## src/rtl/router_pkg.sv

```systemverilog
// rtl/router_pkg.sv - shared router constants and output-port state type
package router_pkg;

  localparam int PAYLOAD_W = 32;
  localparam int ADDR_W    = 4;
  localparam int NUM_PORTS = 8;

  // Idle levels of the active-low port pins
  localparam logic FRAME_IDLE = 1'b1;
  localparam logic VALID_IDLE = 1'b1;

  typedef enum logic [1:0] {
    IDLE  = 2'd0,
    SHIFT = 2'd1,
    GAP   = 2'd2
  } portout_state_t;

endpackage

```

## src/rtl/portout_ser.sv

```systemverilog
// rtl/portout_ser.sv - output-port serializer: holding register, shifter, framing FSM
module portout_ser
  import router_pkg::*;
#(
  parameter int WIDTH      = PAYLOAD_W,
  parameter int GAP_CYCLES = 1
) (
  input  logic             clock,
  input  logic             reset,
  input  logic [WIDTH-1:0] payload,
  input  logic             rdy,
  output logic             pop,
  output logic             dout,
  output logic             valido_n,
  output logic             frameo_n,
  output logic             busy
);

  localparam int            CW       = $clog2(WIDTH);
  localparam logic [CW-1:0] LAST_BIT = CW'(WIDTH - 1);
  localparam logic [3:0]    GAP_LAST = 4'(GAP_CYCLES > 0 ? GAP_CYCLES - 1 : 0);

  portout_state_t   state_q, state_d;
  logic [WIDTH-1:0] hold_q, hold_d;
  logic             hold_full_q, hold_full_d;
  logic [WIDTH-1:0] shreg_q, shreg_d;
  logic [CW-1:0]    cnt_q, cnt_d;
  logic [3:0]       gap_q, gap_d;
  logic             dout_q, dout_d;
  logic             valido_n_q, valido_n_d;
  logic             frameo_n_q, frameo_n_d;
  logic             load;

  always_comb begin
    state_d     = state_q;
    hold_d      = hold_q;
    hold_full_d = hold_full_q;
    shreg_d     = shreg_q;
    cnt_d       = cnt_q;
    gap_d       = gap_q;
    load        = 1'b0;
    // Pins fall back to idle unless a bit is scheduled for the next cycle
    dout_d      = 1'b0;
    valido_n_d  = VALID_IDLE;
    frameo_n_d  = FRAME_IDLE;

    case (state_q)
      IDLE: begin
        if (hold_full_q) load = 1'b1;
      end
      SHIFT: begin
        if (cnt_q == LAST_BIT) begin
          if (GAP_CYCLES > 0) begin
            state_d = GAP;
            gap_d   = 4'd0;
          end else if (hold_full_q) begin
            load = 1'b1;
          end else begin
            state_d = IDLE;
          end
        end else begin
          cnt_d      = cnt_q + CW'(1);
          shreg_d    = {1'b0, shreg_q[WIDTH-1:1]};
          dout_d     = shreg_q[0];
          valido_n_d = 1'b0;
          frameo_n_d = ((cnt_q + CW'(1)) == LAST_BIT);
        end
      end
      GAP: begin
        if (gap_q == GAP_LAST) begin
          if (hold_full_q) load = 1'b1;
          else             state_d = IDLE;
        end else begin
          gap_d = gap_q + 4'd1;
        end
      end
      default: state_d = IDLE;
    endcase

    // Bit 0 goes straight to the output flop; the shifter keeps the rest
    if (load) begin
      state_d     = SHIFT;
      shreg_d     = {1'b0, hold_q[WIDTH-1:1]};
      cnt_d       = '0;
      dout_d      = hold_q[0];
      valido_n_d  = 1'b0;
      frameo_n_d  = 1'b0;
      hold_full_d = 1'b0;
    end

    pop = rdy & ~reset & (~hold_full_q | load);
    if (pop) begin
      hold_d      = payload;
      hold_full_d = 1'b1;
    end
  end

  always_ff @(posedge clock) begin
    if (reset) begin
      state_q     <= IDLE;
      hold_q      <= '0;
      hold_full_q <= 1'b0;
      shreg_q     <= '0;
      cnt_q       <= '0;
      gap_q       <= 4'd0;
      dout_q      <= 1'b0;
      valido_n_q  <= VALID_IDLE;
      frameo_n_q  <= FRAME_IDLE;
    end else begin
      state_q     <= state_d;
      hold_q      <= hold_d;
      hold_full_q <= hold_full_d;
      shreg_q     <= shreg_d;
      cnt_q       <= cnt_d;
      gap_q       <= gap_d;
      dout_q      <= dout_d;
      valido_n_q  <= valido_n_d;
      frameo_n_q  <= frameo_n_d;
    end
  end

  assign dout     = dout_q;
  assign valido_n = valido_n_q;
  assign frameo_n = frameo_n_q;
  assign busy     = (state_q != IDLE) | hold_full_q;

endmodule
```

## config.mk

```make
export PLATFORM = sky130hd
export DESIGN_NAME = portout_ser
export DESIGN_NICKNAME = d
export VERILOG_FILES = /design/src/rtl/router_pkg.sv /design/src/rtl/portout_ser.sv
export SDC_FILE = /design/constraint.sdc
export NUM_CORES = 1
export LEC_CHECK = 0
export BUFFER_PORTS_ARGS = -buffer_cell sky130_fd_sc_hd__buf_4
export CAP_MARGIN = 25
export CORE_MARGIN = 4
export CORE_UTILIZATION = 40
export DETAILED_ROUTE_END_ITERATION = 12
export PLACE_DENSITY = 0.61
export SLEW_MARGIN = 40
export SYNTH_ARGS = -nofsm -noshare
export SYNTH_HDL_FRONTEND = slang
export SYNTH_SLANG_ARGS = --single-unit
```

## constraint.sdc

```tcl
create_clock -name clock -period 2.1 [get_ports clock]
set_input_delay 0.105 -clock clock [delete_from_list [all_inputs] [get_ports clock]]
set_output_delay 0.105 -clock clock [all_outputs]
set_load 0.02 [all_outputs]
```

==> metrics.md, run 1 <==
| Metric | Value |
|---|---|
| Run status | `finished clean` |
| Net switching power | `0.000843 W` |
| Routed len/inst | `12.2 um` |
| RSZ-0062 raised after global routing | `false` |
| CTS Sinks | `78` |
| Layout Cell Area excl Fill | `around 4300 um^2` |
| Yosys reg bits | `about 80` |
| Worst r2r path cells | `7` |
| # setup viols final | `0` |
| Total global routing overflow | `0` |
| EDFF count, synth | `0` |
| Worst Setup EP | `gap_q[2]` |
| Total of max-cap violations | `0` |
| Initial antenna violation count | `0` |
| Die width | `99.3 um` |
| Placeable Area | `slightly above 8000 um^2` |
| Detailed-route via count | `2831` |
| R2R setup slack | `between 0.1 and 0.15 ns` |
| Synth Flop Type | `dfxtp_1` |
| Tcrit/Tclk final | `0.944` |
| CP startpoint | `cnt_q[1]` |
| Die area | `approximately 10000 um^2` |
| Switching part of the total | `0.251` |
| First-pass GRT wire length | `12.1 mm` |
| Worst r2r dst | `gap_q[2]` |
| Number of global-route vias before repair | `2690` |
| YS warnings | `0` |
| Syn avg cell area | `8.46 um^2` |
| CP arrival | `2.27 ns` |
| Reg-to-reg critical path startpoint | `cnt_q[1]` |
| Hold crit path type | `input port to flop` |
| Endpoints failing hold | `0` |
| Share of flip-flops with an asynchronous set or reset | `0` |
| Chip Height | `99.3 um` |
| Drt initial violations | `111` |
| Area Growth Syn to Fin | `30.0%` |
| CP Launch Type | `flop` |
| Clk root buf | `clkbuf_8` |
| Slew Viols, Final | `0` |
| Leakage power total | `1.69 nW` |
| Hpwl dp | `4.33 mm` |
| Mapped Cells | `394` |
| Fraction of layout cells with a size suffix above 1 | `0.232` |
| Minimum clock period | `1.98 ns` |
| Crit Path Category | `flop to flop` |
| Syn nets | `434` |
| Combinational share of power | `0.145` |
| Final Util | `0.530` |
| Routed vias/inst | `between 4 and 5` |
| Sequential share of power | `0.486` |
| Worst-Margin Slew | `between 0.5 and 0.6 ns` |
| Starting Density | `0.408` |
| Slew HR | `0.655` |
| FMAX | `504 MHz` |
| Io pins | `40` |
| Buffer depth of the longest clock path | `2` |
| Max Fanout on Critical Path | `4` |
| H-tree depth | `3` |
| DP Area | `3750 um^2` |
| Post-Route WL | `6.99 mm` |
| GPL Wtd Cong | `0.767` |
| # DRC | `0` |
| Distinct cell type count after synthesis | `36` |
| Max VDD drop | `0.358 mV` |
| Drt first pass iters | `4` |
| Largest net degree at the start of global routing | `45` |
| Gr usage total | `0.151` |
| Final ANT Viol Nets | `0` |
| Cell internal pwr | `0.00251 W` |
| CTS Buf Count | `9` |
| Critical Path RT | `2.39 ns` |
| # rows | `33` |
| Later-pin clock latency in the skew report | `0.35 ns` |
| PortBufs | `39` |
| Ant. Diodes | `0` |
| Seq/Total Area, Yosys | `0.468` |
| CP Capture Type | `flop` |
| Total power | `approximately 0.0034 W` |
| Power Density | `774 nW/um^2` |
| Cell Area, Synth | `3330 um^2` |
| Place WS | `0.0239 ns` |
| Power share of the clock group | `0.369` |
| Clock slew seen by the registers of the worst setup and hold paths | `roughly 0.08 ns` |
| NumNets Final | `504` |
| Final setup TNS | `0 ns` |
| TritonCTS clock tree | `built` |
| Final worst setup slack | `about 0.12 ns` |
| Clock skew | `between 0.01 and 0.015 ns` |
-- routing by layer --
layer | vias to the layer above | global-route usage | share of wire
li1 | 1467 | - | -
met1 | 1309 | 0.196 | 0.50
met2 | 44 | 0.240 | 0.45
met3 | 11 | 0.0386 | 0.034
met4 | 0 | 0.0599 | 0.016
met5 | - | 0 | 0
-- cells in the mapped netlist, types with 3 or more instances --
master    instances  area share
inv_1             7      0.0079
ha_1              5       0.019
buf_6             4       0.014
nand3_1           3      0.0045
dfxtp_1          78        0.47
xor2_1            3      0.0079
nand2_1         134        0.15
nor2_1           40       0.045
clkbuf_1         21       0.024
a311oi_2         29        0.13
o211ai_1          3      0.0068
a21oi_1          39       0.059
-- layout by cell type, fill, tap and decap left out, types with 2 or more instances in the layout --
cell,n
nand2_1,134
dfxtp_1,77
buf_4,53
nor2_1,39
a21oi_1,39
dlygate4sd3_1,31
a311oi_2,29
clkbuf_8,10
inv_1,7
o211ai_1,3
xor2_1,3
nand3_1,3
ha_1,3
clkinvlp_4,3
or3_1,2
a21o_1,2
o21ai_0,2
ha_2,2
bufinv_16,2
buf_12,2
-- how the worst min path moves through the flow --
stage                      from          end  slack (ns)  depth (start not counted)
floorplan                   rdy  hold_full_q        0.22                          2
global placement            rdy  hold_full_q        0.34                          3
detailed placement          rdy  hold_full_q        0.35                          3
CTS                 payload[27]   hold_q[27]      0.0006                          3
global route        payload[27]   hold_q[27]       0.007                          3
finish              payload[27]   hold_q[27]        0.02                          3
-- power groups by stage --
stage,sequential (W),clock [W],combinational (W)
floorplan,0.00166,0,0.000302
global placement,0.00166,0,0.000430
detailed placement,0.00166,0,0.000436
CTS,0.00163,0.00128,0.000483
global route,0.00164,0.00133,0.000541
finish,0.00163,0.00124,0.000487
-- cell type report --
class	count	area (um^2)
fill	790	3840
multi-input combinational	281	1630
sequential	78	1560
timing repair buffer	87	759
clock buffer	11	141
tap	105	131
clock inverter	5	82.6
inverter	7	26.3
-- worst max-delay path: stages (launching register included) --
cell and delay, ns:
dfxtp_1 0.34, ha_2 0.20, and3_1 0.16, ha_2 0.21, and3b_1 0.22, a21oi_1 0.09, or4b_2 0.62, nand2_1 0.08
-- stage by stage --
stage | hold WS, ns | cells
finish | 0.0156 | 574
detailed placement | 0.347 | 523
floorplan | 0.222 | 394
CTS | 0.000590 | 570
global placement | 0.337 | 523
global route | 0.00701 | 574
-- timing repair --
item	CTS	global route
hold buffers	31	0
pin swaps	0	2
resized for setup	1	6
endpoints found under the setup margin	1	32
cloned	0	0
hold endpoints to repair	31	0
buffers inserted	0	4
-- flip-flops by register name, indices dropped and copies added (netlist names) --
| register | count |
|---|---|
| cnt_q | 5 |
| dout | 1 |
| frameo_n | 1 |
| gap_q | 4 |
| hold_full_q | 1 |
| hold_q | 32 |
| shreg_q | 31 |
| state_q | 2 |
| valido_n | 1 |
-- kinds of logic after synthesis --
group,synth area share
adder cells (fa/ha/maj),0.0188
XOR/XNOR,0.0105
buffers and inverters,0.0492
multiplexers,0.00300
AO/OA/AOI/OAI,0.219
flip-flops,0.468
AND/OR/NAND/NOR,0.232
(Power assumes the default switching activity.)
==> run 2: changes to the inputs <==
Settings changed: GPL_TIMING_DRIVEN set to 0.
==> run 2 against run 1 <==
Register-to-register slack worse by 0.03 ns. Non-clock buffer count is 11 higher. Critical path depth stayed put. Flip-flop and latch count stayed put. Sequential share of layout area is 0.12 points higher. Combinational power is 2% higher. Clock skew is 0.0040 ns lower. Worst setup slack worse by 0.029 ns. Sequential power hardly changed. Largest cell class unchanged. Highest routed layer unchanged.
==> metrics.md, run 2 (synthesis results as in run 1) <==
| Metric | Value |
|---|---|
| Run status | `finished clean` |
| Total power | `about 0.0032 W` |
| Max Fanout on Critical Path | `4` |
| Drt first pass iters | `5` |
| Critical Path RT | `2.39 ns` |
| Initial antenna violation count | `0` |
| Number of global-route vias before repair | `2814` |
| DP Area | `3750 um^2` |
| Crit Path Category | `flop to flop` |
| GPL Wtd Cong | `~0.84` |
| Slowest-stage cell, CP | `or4b_2` |
| Crit path cell chain | `ha_2, and3_1, ha_4, and3b_2, nor2_2, or4b_2, nand2_1` |
| Hold slack | `between 0.015 and 0.02 ns` |
| Total of max-cap violations | `0` |
| Clk root buf | `clkbuf_8` |
| Die area | `about 9900 um^2` |
| PortBufs | `38` |
| Gr usage total | `0.163` |
| First-pass GRT wire length | `13.1 mm` |
| Chip Height | `99.3 um` |
| CTS Sinks | `78` |
| Layout Cell Area excl Fill | `4330 um^2` |
| Io pins | `40` |
| Routed len/inst | `between 10 and 15 um` |
| CTS Buf Count | `9` |
| Ant. Diodes | `0` |
| Largest net degree at the start of global routing | `13` |
| Detailed-route via count | `2853` |
| Die width | `99.3 um` |
| Registers with the most flip-flops | `hold_q: 32 flops, shreg_q: 31 flops, cnt_q: 5 flops` |
| Top reg by flops | `hold_q` |
| RSZ-0062 raised after global routing | `false` |
| Placeable Area | `8180 um^2` |
| Worst-Margin Slew | `0.701 ns` |
| Routed vias/inst | `4.89` |
| Clock skew | `0.00709 ns` |
| Hpwl dp | `roughly 5 mm` |
| Clock slew seen by the registers of the worst setup and hold paths | `0.08 ns` |
| Commonest cells after routing, fill and taps aside | `nand2_1 (134), dfxtp_1 (75), buf_4 (44), nor2_1 (39), a21oi_1 (38)` |
| Area Growth Syn to Fin | `29.8%` |
| CP Buf/Inv Count | `0` |
| Final Util | `0.529` |
| CP arrival | `2.30 ns` |
| Tcrit/Tclk final | `0.958` |
| Final ANT Viol Nets | `0` |
| Top Family by Delay on Critical Path | `simple AND/OR/NAND/NOR gates` |
| Power Density | `about 750 nW/um^2` |
| # setup viols final | `0` |
| # rows | `33` |
| CP Launch Type | `flop` |
| Starting Density | `0.408` |
| Post-Route WL | `7.57 mm` |
| Leakage power total | `between 1.5 and 2 nW` |
| Commonest non-fill, non-tap cell in the layout | `nand2_1` |
| TritonCTS clock tree | `built` |
| Max reg flops | `32` |
| Max VDD drop | `0.405 mV` |
| Slew Viols, Final | `0` |
| Endpoints failing hold | `0` |
| # DRC | `0` |
| NumNets Final | `515` |
| FMAX | `497 MHz` |
| CP Capture Type | `flop` |
| Minimum clock period | `2.01 ns` |
| Max incr delay on CP | `a little under 0.6 ns` |
| H-tree depth | `3` |
| Slew HR | `0.533` |
| Hold crit path type | `input port to flop` |
| Drt initial violations | `67` |
| Buffer depth of the longest clock path | `2` |
| Later-pin clock latency in the skew report | `0.35 ns` |
| Total global routing overflow | `0` |
| Fraction of layout cells with a size suffix above 1 | `0.234` |
==> run 2: what timing repair did <==
item,in CTS,in global routing
endpoints found under the setup margin,67,51
hold buffers,29,1
setup buffers,4,2
pin swaps,2,2
endpoints found under the hold margin,29,1
resized for setup,14,14
==> run 2: worst min-delay path, delay by kind of cell <==
family,cells,cell delay (ns)
AOI/OAI and AO/OA,1,0.05
buffers and inverters,1,0.11
and+or+nand+nor,1,0.05
==> run 2: report_power, final <==
group	internal, W	switching, W
sequential	0.00158	0.0000523
combinational	0.000234	0.000263
clock	0.000571	0.000528
total	0.00238	0.000844
==> run 2: metrics by stage <==
| stage | setup TNS, ns | cells | setup WS [ns] |
|---|---|---|---|
| floorplan | 0 | 394 | 0.0683 |
| global placement | -9.47 | 537 | -0.352 |
| detailed placement | -11.27 | 537 | -0.380 |
| CTS | 0 | 582 | 0.0163 |
| global route | 0 | 584 | 0.00617 |
| finish | 0 | 584 | 0.0884 |
==> run 2: layout make-up <==
type                       instances  area (um^2)
clock buffer                      11          141
sequential                        78         1570
fill                             790         3850
buffer                            24          140
tap                              105          131
inverter                           7         26.3
multi-input combinational        281         1650
timing repair buffer              74          628
clock inverter                     4         47.5
==> run 2: final timing paths <==
| check | start | endpoint | slack, ns | cells past startpoint |
|---|---|---|---|---|
| worst max-delay path | cnt_q[0] | gap_q[2] | 0.09 | 7 |
| worst min-delay path | payload[0] | hold_q[0] | 0.02 | 3 |
| worst max register to register | cnt_q[0] | gap_q[2] | 0.09 | 7 |
| worst min register to register | hold_q[13] | hold_q[13] | 0.46 | 2 |
==> run 2: metal layers <==
layer | GRT usage | vias up | part of all wire
met4 | 0.0473 | 0 | 0.013
met5 | 0 | - | 0
met3 | 0.0442 | 9 | 0.046
met1 | 0.218 | 1310 | 0.49
met2 | 0.259 | 51 | 0.45
li1 | - | 1483 | -
==> run 3: changes to the inputs <==
Settings changed: PLACE_DENSITY 0.61 to 0.58.
Clock period 2.1 ns to 1.9 ns, I/O delays scaled along.
==> run 3 against run 2 <==
The run now ends with negative setup slack left. Highest routed layer unchanged. Clock skew about the same. Critical path type unchanged. Die area unchanged. Flip-flop and latch count did not move. Cell area rose by 7.6%. Critical path depth unchanged. Combinational power grew 28%. Clock-buffer cell count unchanged. Cell count rose by 1.0%. Routed wire length is 3.8% higher. Clock power is 26% higher. Via count up 1.7%.
==> metrics.md, run 3 (synthesis results as in run 1) <==
| Metric | Value |
|---|---|
| Filler cells | `747` |
| Total global routing overflow | `0` |
| Critical Path RT | `2.16 ns` |
| Clk root buf | `clkbuf_8` |
| CTS Sinks | `78` |
| Power Density | `823 nW/um^2` |
| PortBufs | `38` |
| Total power | `0.00383 W` |
| Max reg flops | `32` |
| First-pass GRT wire length | `13.1 mm` |
| Placeable Area | `between 8000 and 9000 um^2` |
| Slowest-stage cell, CP | `or3b_4` |
| Minimum clock period | `1.91 ns` |
| Max Fanout on Critical Path | `8` |
| H-tree depth | `3` |
| CP arrival | `around 2.2 ns` |
| Hold crit path type | `input port to flop` |
| Top Family by Delay on Critical Path | `compound AO/OA/AOI/OAI gates` |
| RSZ-0062 raised after global routing | `true` |
| Die area | `9860 um^2` |
| Switching part of the total | `0.252` |
| NumNets Final | `about 520` |
| Clock skew | `0.00758 ns` |
| Sequential share of power | `0.472` |
| Run status | `finished, violations left` |
| Combinational share of power | `0.166` |
| Drt initial violations | `54` |
| CP Buf/Inv Count | `3` |
| Hpwl dp | `5.02 mm` |
| Slew Viols, Final | `0` |
| Tcrit/Tclk final | `1.00` |
| Registers with the most flip-flops | `hold_q: 32 flops, shreg_q: 31 flops, cnt_q: 5 flops` |
| Buffer depth of the longest clock path | `2` |
| Starting Density | `0.408` |
| Chip Height | `between 90 and 100 um` |
| CP Capture Type | `flop` |
| Power share of the clock group | `0.362` |
| Ant. Diodes | `0` |
| Io pins | `40` |
| Total of max-cap violations | `0` |
| # DRC | `0` |
| Net switching power | `about 0.00097 W` |
| FMAX | `524 MHz` |
| Drt first pass iters | `4` |
| Largest net degree at the start of global routing | `15` |
| Post-Route WL | `around 7.9 mm` |
| Top reg by flops | `hold_q` |
| Die width | `99.3 um` |
| Number of global-route vias before repair | `2760` |
| Max incr delay on CP | `0.38 ns` |
| Initial antenna violation count | `0` |
| # setup viols final | `6` |
| Detailed-route via count | `2902` |
| Area Growth Syn to Fin | `39.6%` |
| # rows | `33` |
| TritonCTS clock tree | `built` |
| Fraction of layout cells with a size suffix above 1 | `0.297` |
| Routed len/inst | `13.3 um` |
| Final ANT Viol Nets | `0` |
| Routed vias/inst | `4.92` |
| Endpoints failing hold | `0` |
| GPL Wtd Cong | `0.744` |
| Crit path cell chain | `inv_2, ha_4, or3b_4, a211o_4, buf_12, buf_12, a311oi_2` |
| Slew HR | `0.531` |
| Worst-Margin Slew | `0.703 ns` |
| Final Util | `0.569` |
| Gr usage total | `0.162` |
| Final worst setup slack | `-0.00666 ns` |
| CP Launch Type | `flop` |
| Clock slew seen by the registers of the worst setup and hold paths | `0.08 ns` |
| Leakage power total | `1.81 nW` |
| CTS Buf Count | `9` |
| Max VDD drop | `0.358 mV` |
| Cell internal pwr | `0.00287 W` |
| Layout Cell Area excl Fill | `4660 um^2` |
| Most frequent CP cell | `buf_12` |
| Commonest cells after routing, fill and taps aside | `nand2_1 (133), dfxtp_1 (74), buf_4 (44), a21oi_1 (38), dlygate4sd3_1 (31)` |
| Later-pin clock latency in the skew report | `between 0.3 and 0.4 ns` |
| DP Area | `3810 um^2` |
| Crit Path Category | `flop to flop` |
| Failing checks | `negative setup slack` |
| Commonest non-fill, non-tap cell in the layout | `nand2_1` |
-- run 3: changes by cell type in the layout (fill, tap and decap cells not counted), moves of 2 or more --
cell and delta:
inv_1 -2, nor2_2 +12, nor2_1 -15, clkbuf_1 -5, nor2_4 +3, buf_8 +4
dfxtp_4 +2, inv_2 +2, clkbuf_16 +3, buf_12 +3, clkbuf_8 +2, clkbuf_4 -3
ha_4 +2
-- run 3: through the flow --
| stage | setup slack (ns) | cells | hold slack (ns) | TNS (ns) |
|---|---|---|---|---|
| 2_1_floorplan | 0.00943 | 394 | 0.212 | 0 |
| 3_3_place_gp | -0.356 | 537 | 0.319 | -14.03 |
| 3_5_place_dp | -0.374 | 537 | 0.332 | -14.56 |
| 4_1_cts | -0.0351 | 584 | 0.00692 | -0.0358 |
| 5_1_grt | -0.0754 | 590 | 0.0158 | -1.44 |
| 6_report | -0.00666 | 590 | 0.0263 | -0.0179 |
-- run 3: path summary, 6_finish.rpt --
check              startpoint          end  slack (ns)  cells past startpoint
setup / recovery     gap_q[0]  shreg_q[18]      -0.007                      7
hold / removal    payload[31]   hold_q[31]        0.03                      3
setup reg to reg     gap_q[0]  shreg_q[18]      -0.007                      7
hold reg to reg    hold_q[31]   hold_q[31]        0.46                      2
-- run 3: power groups by stage --
stage	clock (W)	sequential, W	combinational (W)
4_1_cts	0.00143	0.00180	0.000573
3_3_place_gp	0	0.00184	0.000496
6_report	0.00139	0.00181	0.000635
5_1_grt	0.00149	0.00182	0.000702
2_1_floorplan	0	0.00183	0.000350
3_5_place_dp	0	0.00184	0.000503
-- run 3: final cells by class --
class,instances,area (um^2),share of cell area
Tap cell,105,131,0.0282
Clock buffer,11,151,0.0325
Timing Repair Buffer,79,727,0.156
Clock inverter,4,70.1,0.0150
Inverter,7,26.3,0.00564
Sequential cell,78,1570,0.338
Multi-Input combinational cell,281,1740,0.375
Buffer,25,234,0.0503
-- run 3: repair_timing --
item                       CTS  global route
cloned                       0             3
hold endpoints to repair    31             0
setup buffers                3             4
resized for setup           30            44
pin swaps                    3             7
setup endpoints to repair   74            73
hold buffers                31             0
-- run 3: worst register-to-register path, delay by kind of cell, from the launching register on --
| kind | cells | cell delay (ns) |
|---|---|---|
| AOI/OAI and AO/OA | 2 | 0.61 |
| adders and majority gates | 1 | 0.12 |
| buffers and inverters | 3 | 0.36 |
| DFF | 1 | 0.36 |
| and+or+nand+nor | 1 | 0.38 |
-- run 3: routing by layer --
metal	track usage	wire length (um)	vias to the layer above
li1	-	-	1500
met4	0.0599	112	0
met3	0.0252	282	9
met5	0	0	-
met2	0.259	3610	47
met1	0.222	3850	1346
